**src/rtl/ap_ctrl_pkg.sv**
```systemverilog
// Shared types and constants for the HLS block-level handshake driver.
// The optional ap_continue backpressure is enabled by defining AP_CONTINUE_STALL_EN.
package ap_ctrl_pkg;

   typedef enum logic [1:0] {IDLE, RUN, DRAIN, FINISH} ap_drv_state_t;

   localparam int CNT_W_DEF           = 32;
   localparam int MAX_OUTSTANDING_DEF = 1;
   localparam int STALL_CYCLES_DEF    = 3;

   localparam int ERR_SPURIOUS_DONE  = 0;
   localparam int ERR_READY_NO_START = 1;
   localparam int ERR_NOT_IDLE       = 2;
   localparam int ERR_W              = 3;

endpackage

```
**src/rtl/ap_continue_staller.sv**
```systemverilog
// Drops ap_continue for STALL_CYCLES cycles after every retired completion.
// Only instantiated when AP_CONTINUE_STALL_EN is defined.
module ap_continue_staller
   import ap_ctrl_pkg::*;
#(
   parameter int STALL_CYCLES = STALL_CYCLES_DEF
) (
   input  logic clock,
   input  logic reset,
   input  logic retire,
   output logic ap_continue
);

   localparam int SW = (STALL_CYCLES > 0) ? $clog2(STALL_CYCLES + 1) : 1;

   logic [SW-1:0] cnt_q, cnt_d;

   always_comb begin
      cnt_d = cnt_q;
      if (retire) begin
         cnt_d = SW'(STALL_CYCLES);
      end else if (cnt_q != '0) begin
         cnt_d = cnt_q - SW'(1);
      end
   end

   always_ff @(posedge clock or posedge reset) begin
      if (reset) begin
         cnt_q <= '0;
      end else begin
         cnt_q <= cnt_d;
      end
   end

   assign ap_continue = (cnt_q == '0);

endmodule

```
**src/rtl/ap_ctrl_driver.sv**
```systemverilog
// Active initiator for the HLS ap_start/ap_ready/ap_done/ap_continue handshake.
// Define AP_CONTINUE_STALL_EN to model downstream backpressure on ap_continue.
module ap_ctrl_driver
   import ap_ctrl_pkg::*;
#(
   parameter int CNT_W           = CNT_W_DEF,
   parameter int MAX_OUTSTANDING = MAX_OUTSTANDING_DEF
`ifdef AP_CONTINUE_STALL_EN
   ,
   parameter int STALL_CYCLES    = STALL_CYCLES_DEF
`endif
) (
   input  logic             clock,
   input  logic             reset,
   input  logic             go,
   input  logic [CNT_W-1:0] trans_count,
   output logic             ap_start,
   input  logic             ap_ready,
   input  logic             ap_done,
   input  logic             ap_idle,
   output logic             ap_continue,
   output logic             busy,
   output logic             finish,
   output logic [CNT_W-1:0] started_cnt,
   output logic [CNT_W-1:0] done_cnt,
   output logic [CNT_W-1:0] cycle_cnt,
   output logic             err
);

   localparam logic [CNT_W-1:0] One    = {{(CNT_W-1){1'b0}}, 1'b1};
   localparam logic [CNT_W-1:0] MaxOut = CNT_W'(MAX_OUTSTANDING);

   ap_drv_state_t    state_q, state_d;
   logic [CNT_W-1:0] tc_q, tc_d;
   logic [CNT_W-1:0] started_q, started_d, started_nx;
   logic [CNT_W-1:0] done_q, done_d, done_nx;
   logic [CNT_W-1:0] cycle_q, cycle_d;
   logic [ERR_W-1:0] err_q, err_d, err_set;
   logic             finish_q, finish_d;
   logic             ap_start_q, ap_start_d;
   logic             busy_w, start_hs, retire;

   always_comb begin
      busy_w     = (state_q == RUN) || (state_q == DRAIN);
      start_hs   = ap_start_q && ap_ready;
      retire     = busy_w && ap_done && ap_continue;
      started_nx = started_q + (start_hs ? One : '0);
      done_nx    = done_q + (retire ? One : '0);
      err_set    = '0;
      err_set[ERR_SPURIOUS_DONE]  = ap_done && (started_q == done_q) && !start_hs;
      err_set[ERR_READY_NO_START] = ap_ready && !ap_start_q;
      err_set[ERR_NOT_IDLE]       = (state_q == FINISH) && !ap_idle;
   end

   // An accepted go reloads everything, so a restart from FINISH looks like one from IDLE.
   always_comb begin
      state_d   = state_q;
      tc_d      = tc_q;
      started_d = started_nx;
      done_d    = done_nx;
      cycle_d   = (busy_w && (cycle_q != '1)) ? cycle_q + One : cycle_q;
      finish_d  = finish_q;
      err_d     = err_q | err_set;
      case (state_q)
         IDLE, FINISH: begin
            if (go) begin
               tc_d      = trans_count;
               started_d = '0;
               done_d    = '0;
               cycle_d   = '0;
               err_d     = '0;
               if (trans_count == '0) begin
                  state_d  = FINISH;
                  finish_d = 1'b1;
               end else begin
                  state_d  = RUN;
                  finish_d = 1'b0;
               end
            end
         end
         RUN: begin
            if (started_nx == tc_q) state_d = DRAIN;
         end
         DRAIN: begin
            if (done_nx == tc_q) begin
               state_d  = FINISH;
               finish_d = 1'b1;
            end
         end
         default: state_d = IDLE;
      endcase
      // Evaluated on the state being entered, so the first start is presented right after go.
      ap_start_d = (state_d == RUN) && (started_d < tc_d) && ((started_d - done_d) < MaxOut);
   end

   always_ff @(posedge clock or posedge reset) begin
      if (reset) begin
         state_q    <= IDLE;
         tc_q       <= '0;
         started_q  <= '0;
         done_q     <= '0;
         cycle_q    <= '0;
         err_q      <= '0;
         finish_q   <= 1'b0;
         ap_start_q <= 1'b0;
      end else begin
         state_q    <= state_d;
         tc_q       <= tc_d;
         started_q  <= started_d;
         done_q     <= done_d;
         cycle_q    <= cycle_d;
         err_q      <= err_d;
         finish_q   <= finish_d;
         ap_start_q <= ap_start_d;
      end
   end

`ifdef AP_CONTINUE_STALL_EN
   ap_continue_staller #(
      .STALL_CYCLES(STALL_CYCLES)
   ) u_staller (
      .clock       (clock),
      .reset       (reset),
      .retire      (retire),
      .ap_continue (ap_continue)
   );
`else
   assign ap_continue = 1'b1;
`endif

   assign ap_start    = ap_start_q;
   assign busy        = busy_w;
   assign finish      = finish_q;
   assign started_cnt = started_q;
   assign done_cnt    = done_q;
   assign cycle_cnt   = cycle_q;
   assign err         = |err_q;

endmodule

```
**config.mk**
```make
export PLATFORM = sky130hd
export DESIGN_NAME = ap_ctrl_driver
export DESIGN_NICKNAME = d
export VERILOG_FILES = /design/src/rtl/ap_ctrl_pkg.sv /design/src/rtl/ap_continue_staller.sv /design/src/rtl/ap_ctrl_driver.sv
export SDC_FILE = /design/constraint.sdc
export NUM_CORES = 1
export LEC_CHECK = 0
export CORE_ASPECT_RATIO = 1.25
export CORE_MARGIN = 5
export CORE_UTILIZATION = 44
export CTS_CLUSTER_DIAMETER = 40
export CTS_CLUSTER_SIZE = 24
export DETAILED_ROUTE_END_ITERATION = 7
export PLACE_DENSITY = 0.65
export SLEW_MARGIN = 30
export SYNTH_ARGS = -nofsm -noshare
export SYNTH_HDL_FRONTEND = slang
export SYNTH_SLANG_ARGS = --single-unit
```
**constraint.sdc**
```tcl
create_clock -name clock -period 9.95 [get_ports clock]
set_clock_uncertainty 0.1 [all_clocks]
set_input_delay 0.995 -clock clock [delete_from_list [all_inputs] [get_ports clock]]
set_output_delay 0.995 -clock clock [all_outputs]
set_load 0.005 [all_outputs]
```
==> results of run 1 <==
per-stage QoR:
step / area [µm²] / setup slack, ns / hold WS, ns / cells / utilization [%]
finish: 13740 / 3.202 / 0.4020 / 1836 / 52.67
global route: 13740 / 2.830 / 0.4403 / 1836 / 52.67
CTS: 13740 / 3.247 / 0.4120 / 1836 / 52.67
detailed placement: 13190 / 2.821 / 0.3960 / 1805 / 50.54
global placement: 13190 / 2.974 / 0.3783 / 1805 / 50.54
floorplan: 11680 / 4.463 / 0.3544 / 1401 / -
metal layers:
| metal | vias up | GRT usage, % | share of wire, % |
|---|---|---|---|
| met5 | - | 0 | 0 |
| met3 | 107 | 2.975 | 6.3 |
| met4 | 0 | 13.64 | 5.0 |
| met1 | 5469 | 37.52 | 41 |
| met2 | 509 | 49.10 | 48 |
| li1 | 5152 | - | - |
power by group through the flow:
| stage | Sequential, W | Clock, W | Combinational, W |
|---|---|---|---|
| finish | 0.000839 | 0.000624 | 0.00134 |
| global route | 0.000846 | 0.000644 | 0.00146 |
| CTS | 0.000827 | 0.000627 | 0.00133 |
| detailed placement | 0.000835 | 0 | 0.00132 |
| global placement | 0.000833 | 0 | 0.00130 |
| floorplan | 0.000729 | 0 | 0.000956 |
placed cells by master, fill, tap and decap left out, drive strengths merged, types with 21 or more instances in the layout:
cell	instances
a21oi	62
and2	24
and3	26
and4	21
clkbuf	21
clkdlybuf4s50	137
dfrtp	135
ha	70
inv	97
mux2i	35
nand2	89
nand3	61
nand4	55
nor2	141
nor3	27
nor4	43
o21ai	47
xnor2	96
xor2	87
final cells by class:
cell class | instances | area, µm² | share of cell area [%]
Multi-Input combinational cell | 1090 | 7586 | 55.20
Sequential cell | 135 | 3378 | 24.58
Timing Repair Buffer | 143 | 1429 | 10.40
Clock buffer | 21 | 450.4 | 3.277
Tap cell | 340 | 425.4 | 3.095
Inverter | 97 | 369.1 | 2.686
Clock inverter | 10 | 105.1 | 0.7647
critical path: stages:
cell and delay (ns):
clkdlybuf4s50_1 0.47, and2_1 0.27, ha_1 0.25, ha_1 0.30
nand4_4 0.21, nor4_4 0.53, nand2_1 0.20, or4_1 0.46
xor2_1 0.26, nor2_1 0.13, ha_1 0.43, and3_1 0.25
a221oi_1 0.39, nor2_1 0.09, a31oi_1 0.15, nand4_1 0.11
a2111oi_0 0.32, nand4_1 0.15, nor4bb_1 0.49, nand4_1 0.14
a2111oi_1 0.35
worst paths after layout:
kind	slack [ns]	end	from	depth (start not counted)
max in group asynchronous	7.52	started_cnt[27]$_DFF_PP0_	reset	3
worst min-delay path	0.40	err_q[1]$_DFF_PP0_	err_q[1]$_DFF_PP0_	2
min in group asynchronous	0.97	cycle_cnt[29]$_DFF_PP0_	reset	2
worst min register to register	0.40	err_q[1]$_DFF_PP0_	err_q[1]$_DFF_PP0_	2
worst max-delay path	3.20	ap_start$_DFF_PP0_	ap_ready	21
worst max register to register	3.61	ap_start$_DFF_PP0_	state_q[0]$_DFF_PP0_	22
flip-flops by register name, indices dropped and copies added, names as in the netlist:
signal / cells
cycle_cnt: 32
started_cnt: 32
tc_q: 32
err_q: 3
done_cnt: 32
finish: 1
ap_start: 1
state_q: 2
kinds of logic (layout without fill, tap and decap cells):
family,count (synthesis),in the layout,share of synthesized area (%)
AOI/OAI and AO/OA,234,234,13.25
xor gates and xnor gates,190,190,15.08
adders and majority gates,71,71,7.669
buffers and inverters,176,271,6.159
DFF,135,135,28.92
muxes,35,35,2.999
other,1,1,0.03210
and+or+nand+nor,559,559,25.89
==> key figures, run 1 <==
Floorplan
  • I/O Pins: 139
  • Chip Height: 192.2 µm
  • Die X-Extent: 155.7 µm
  • Die Footprint: 29930 µm²
  • Initial Utilization: 44.76%
  • Core box area: 26100 µm²
  • # rows: 66

Cells and area
  • Nets: 1593
  • Area Overhead vs Synth: 17.65%
  • Share of layout cells above drive strength 1: 3.610%
  • # fillers: 2543
  • Antenna diodes: 0

Power
  • Comb power frac: 47.8%
  • Flop pwr share: 30.0%
  • Clock power share: 22.3%
  • Leak: 6.027 nW
  • Total power: 0.002799 W
  • VDD IR max: 0.0001237 V
  • Switching share of power: 43.87%
  • Internal Power: 0.001571 W
  • NetSw: 0.001228 W
  • PD cells: 203.7 nW/µm²

Synthesis
  • Post-Syn Area: 11680 µm²
  • Yosys top cell by area: dfrtp_1
  • Yosys warning total: 0
  • Number of synthesized flops with an enable pin: 0
  • Mapped Cells: 1401
  • Sequential share of the synthesized area: 28.92%
  • Ranking of synthesized cells by area: dfrtp_1, ha_1, xnor2_1
  • Post-synth cell types: 77
  • Synth Flop Type: dfrtp_1
  • FFs w/ async S/R, synth: 100.0%
  • Mapped Nets: 1510
  • Top post-synthesis cells by count: nor2_1, dfrtp_1, inv_1
  • Flop and latch count out of synthesis: 135
  • Syn avg cell area: 8.338 µm²
  • Top-area cell type share of the netlist area: 28.92%
  • Most common cell in the netlist: nor2_1

Clocking
  • Clock tree from TritonCTS: yes
  • CTS Buffer Depth: 2
  • Root Driver: clkbuf_16
  • Hold Buf Count CTS: 0
  • Post-CTS resize count: 0
  • TritonCTS Sinks: 135
  • Clock Latency Late Sink: 0.44 ns
  • CTS clk-pin slew, worst paths: 0.06 ns
  • CTS H-Tree Depth: 4
  • Num CTS Buffers: 17
  • Setup bufs post-CTS: 0

Drt
  • Drt first pass iters: 6
  • DRC Markers: 0
  • Post-route ant nets: 0
  • Initial drt markers: 945
  • Final wirelength: 44060 µm
  • Via density: 6.120
  • Vias: 11237
  • Avg WL per Cell: 24.00 µm

Job
  • Max Cap Violations: 0

Placed design
  • Final Wtd Congestion: 1.000
  • Post-DP HPWL: 35160 µm
  • Port bufs: 137

GRT
  • First-pass GRT wire length: 65720 µm
  • Total track usage: 29.14%
  • Largest net degree at the start of global routing: 89
  • Initial antenna violation count: 0
  • Vias in the first global route: 10854
  • Congestion Overflow GR: 0

Worst setup path
  • Req. time, crit path: 10.16 ns
  • CP arrival: 6.96 ns
  • CP Class: input port to flip-flop
  • Crit start category: input port
  • Max FO, Critical Path: 9
  • Crit end category: flip-flop

Timing
  • RSZ-0062 raised after global routing: no
  • Slew Viols, Final: 0
  • Slew headroom: 34.33%
  • TNS Setup: 0 ns
  • Final Hold Fails: 0
  • Achievable Freq: 148.2 MHz
  • Period minus WS final: 6.749 ns
  • Final period utilization: 67.82%
  • Final setup viols: 0
  • Worst Max-Slew Pin Slew: 0.9780 ns

Status
  • Status: finished, final reports clean

Min path
  • Hold Crit Class: flip-flop to flip-flop
Power figures use the tool's default switching activity.
==> inputs of run 2 (changes only) <==
==> constraint.sdc (replaced) <==
create_clock -name clock -period 6.91 [get_ports clock]
set_clock_uncertainty 0.1 [all_clocks]
set_input_delay 0.691 -clock clock [delete_from_list [all_inputs] [get_ports clock]]
set_output_delay 0.691 -clock clock [all_outputs]
set_load 0.005 [all_outputs]
==> run 2 against run 1 <==
Effect of this change:
- utilization is 0.59 points higher
- largest cell class unchanged
- first-iteration DRC count is 10% lower
- largest power group unchanged
- die area stayed put
- global-route usage is 0.93 points higher
==> key figures, run 2 (same netlist as run 1, synthesis figures left out) <==
Status
  • Status: finished, final reports clean

Min path
  • Cells on Worst Hold Path: 2 (unchanged)
  • Hold Crit Class: flip-flop to flip-flop
  • Min-delay src: err_q[1]$_DFF_PP0_
  • Hold endpoint: err_q[1]$_DFF_PP0_

Cells and area
  • Area of the multi-input gates: 7594 µm² (about the same)
  • Share of layout cells above drive strength 1: 4.642% (+1.0 points)
  • Antenna diodes: 0 (unchanged)
  • Area Overhead vs Synth: 18.98%
  • Most frequent cells in the layout: nor2_1, clkdlybuf4s50_1, dfrtp_1, inv_1, xnor2_1
  • Nets: 1604 (+0.69%)
  • Commonest non-fill, non-tap cell in the layout: nor2_1
  • Post-layout util: 53.26% (+0.59 points)
  • FF+latch area: 3378 µm² (unchanged)
  • Design area: 13900 µm² (+1.1%)
  • # fillers: 2487 (-2.2%)

Clocking
  • Post-CTS resize count: 0 (unchanged)
  • CTS H-Tree Depth: 4 (unchanged)
  • Root Driver: clkbuf_16
  • CTS clk-pin slew, worst paths: 0.06 ns (about the same)
  • Num CTS Buffers: 17 (unchanged)
  • Setup bufs post-CTS: 0 (unchanged)
  • Hold Buf Count CTS: 0 (unchanged)
  • TritonCTS Sinks: 135 (unchanged)
  • Clock tree from TritonCTS: yes
  • CTS Buffer Depth: 2 (unchanged)
  • Clock Latency Late Sink: 0.44 ns (about the same)

Worst setup path
  • Crit start category: flip-flop
  • Reg2reg end: ap_start$_DFF_PP0_
  • Req. time, crit path: 7.11 ns (-3.05 ns)
  • R2R cell count: 23 (+4.5%)
  • Crit end category: flip-flop
  • Slowest stage delay, CP: 0.69 ns (+0.16 ns)
  • Crit path cell chain: inv_1 > ha_1 > nor2b_1 > ha_1 > ha_1 > nand4_2 > nor3_1 > nand3_1 > xor2_1 > nor2_1 > inv_1 > ha_1 > a21oi_1 > o21ai_0 > a221oi_1 > nor2_1 > a31oi_1 > nand4_1 > a2111oi_0 > nand4_1 > nor4bb_1 > nand4_1 > a2111oi_1
  • Cell mode on critical path: ha_1
  • Reg-to-Reg Start: state_q[0]$_DFF_PP0_
  • Slowest CP cell: nor3_1
  • CP arrival: 6.47 ns (-0.49 ns)
  • Setup crit start: state_q[0]$_DFF_PP0_
  • CP Class: flip-flop to flip-flop
  • Max FO, Critical Path: 8 (-1)
  • R2R Setup Slk: 0.64 ns (-2.97 ns)

Floorplan
  • # rows: 66 (unchanged)
  • Core box area: 26100 µm² (unchanged)
  • Chip Height: 192.2 µm (unchanged)
  • I/O Pins: 139 (unchanged)
  • Die X-Extent: 155.7 µm (unchanged)
  • Die Footprint: 29930 µm² (unchanged)
  • Initial Utilization: 44.76% (unchanged)

Placed design
  • Pre-CTS WS: 0.3336 ns (-2.487 ns)
  • Post-DP HPWL: 36150 µm (+2.8%)
  • Port bufs: 137 (unchanged)
  • Post-DP Area: 13270 µm² (+0.63%)
  • Final Wtd Congestion: 0.9877 (-1.2%)

Drt
  • Vias: 11279 (+0.37%)
  • Final wirelength: 45050 µm (+2.2%)
  • DRC Markers: 0 (unchanged)
  • Initial drt markers: 846 (-10%)
  • Via density: 6.103 (-0.28%)
  • Drt first pass iters: 7 (+1)
  • Post-route ant nets: 0 (unchanged)
  • Avg WL per Cell: 24.38 µm (+1.6%)

Timing
  • Final Hold Fails: 0 (unchanged)
  • Slew Viols, Final: 0 (unchanged)
  • Period minus WS final: 6.272 ns
  • Setup WS post-layout: 0.6379 ns (-2.564 ns)
  • Final period utilization: 90.77%
  • Worst Max-Slew Pin Slew: 0.8919 ns (-0.08605 ns)
  • Slew headroom: 39.00% (+4.7 points)
  • RSZ-0062 raised after global routing: no
  • TNS Setup: 0 ns (unchanged)
  • Final setup viols: 0 (unchanged)
  • Achievable Freq: 159.4 MHz

GRT
  • Vias in the first global route: 11215 (+3.3%)
  • First-pass GRT wire length: 67510 µm (+2.7%)
  • Total track usage: 30.07% (+0.93 points)
  • Largest net degree at the start of global routing: 82 (-7.9%)
  • Initial antenna violation count: 0 (unchanged)
  • Congestion Overflow GR: 0 (unchanged)

Power
  • Leak: 6.112 nW (+1.4%)
  • PD cells: 299.8 nW/µm² (+47%)
  • VDD IR max: 0.0001790 V (+45%)

Job
  • Max Cap Violations: 0 (unchanged)
[run 2: changes by cell type in the layout (fill, tap and decap cells not counted)]
cell / previous run / this run
xnor2_1: 96 / 95
clkinv_4: 0 / 2
clkbuf_8: 1 / 2
buf_4: 5 / 16
inv_6: 1 / 5
clkinv_2: 6 / 2
xnor2_2: 0 / 1
bufinv_16: 2 / 3
clkbuf_1: 3 / 0
[run 2: through the flow]
stage	power, W	cells	hold slack, ns
after floorplan	0.002427	1401	0.3544
after global placement	0.003150	1816	0.3714
after detailed placement	0.003162	1816	0.3977
after CTS	0.004154	1848	0.4112
after global routing	0.004398	1848	0.4707
final	0.004167	1848	0.4177
[run 2: worst max-delay path by stage]
stage | to | cells after the start
2_1_floorplan | ap_start$_DFF_PP0_ | 21
3_3_place_gp | ap_start$_DFF_PP0_ | 21
3_5_place_dp | ap_start$_DFF_PP0_ | 21
4_1_cts | ap_start$_DFF_PP0_ | 23
5_1_grt | ap_start$_DFF_PP0_ | 23
6_report | ap_start$_DFF_PP0_ | 23
[run 2: critical path, delay by kind of cell, from the launching register on]
family	cells	cell delay [ns]
simple gates	10	2.51
compound gates	6	1.72
fa+ha+maj	4	1.04
flops	1	0.40
xor+xnor	1	0.19
buf+inv	2	0.17
[run 2: per-layer routing]
layer	track usage [%]	share of wire, %
met1	37.79	40
met2	50.77	48
met3	3.764	6.7
met4	15.06	5.4
met5	0	0
[run 2: layout make-up]
class,instances,area share (%)
clock buffer,19,3.259
clock inverter,13,1.206
inverter,97,2.656
timing repair buffer,154,10.88
sequential,135,24.31
multi-input combinational,1090,54.64
tap,340,3.061
[run 2: power by group]
part | total, W | internal, W | switching [W]
Clock | 0.000979 | 0.000591 | 0.000388
Combinational | 0.00197 | 0.000830 | 0.00114
Sequential | 0.00122 | 0.000919 | 0.000300
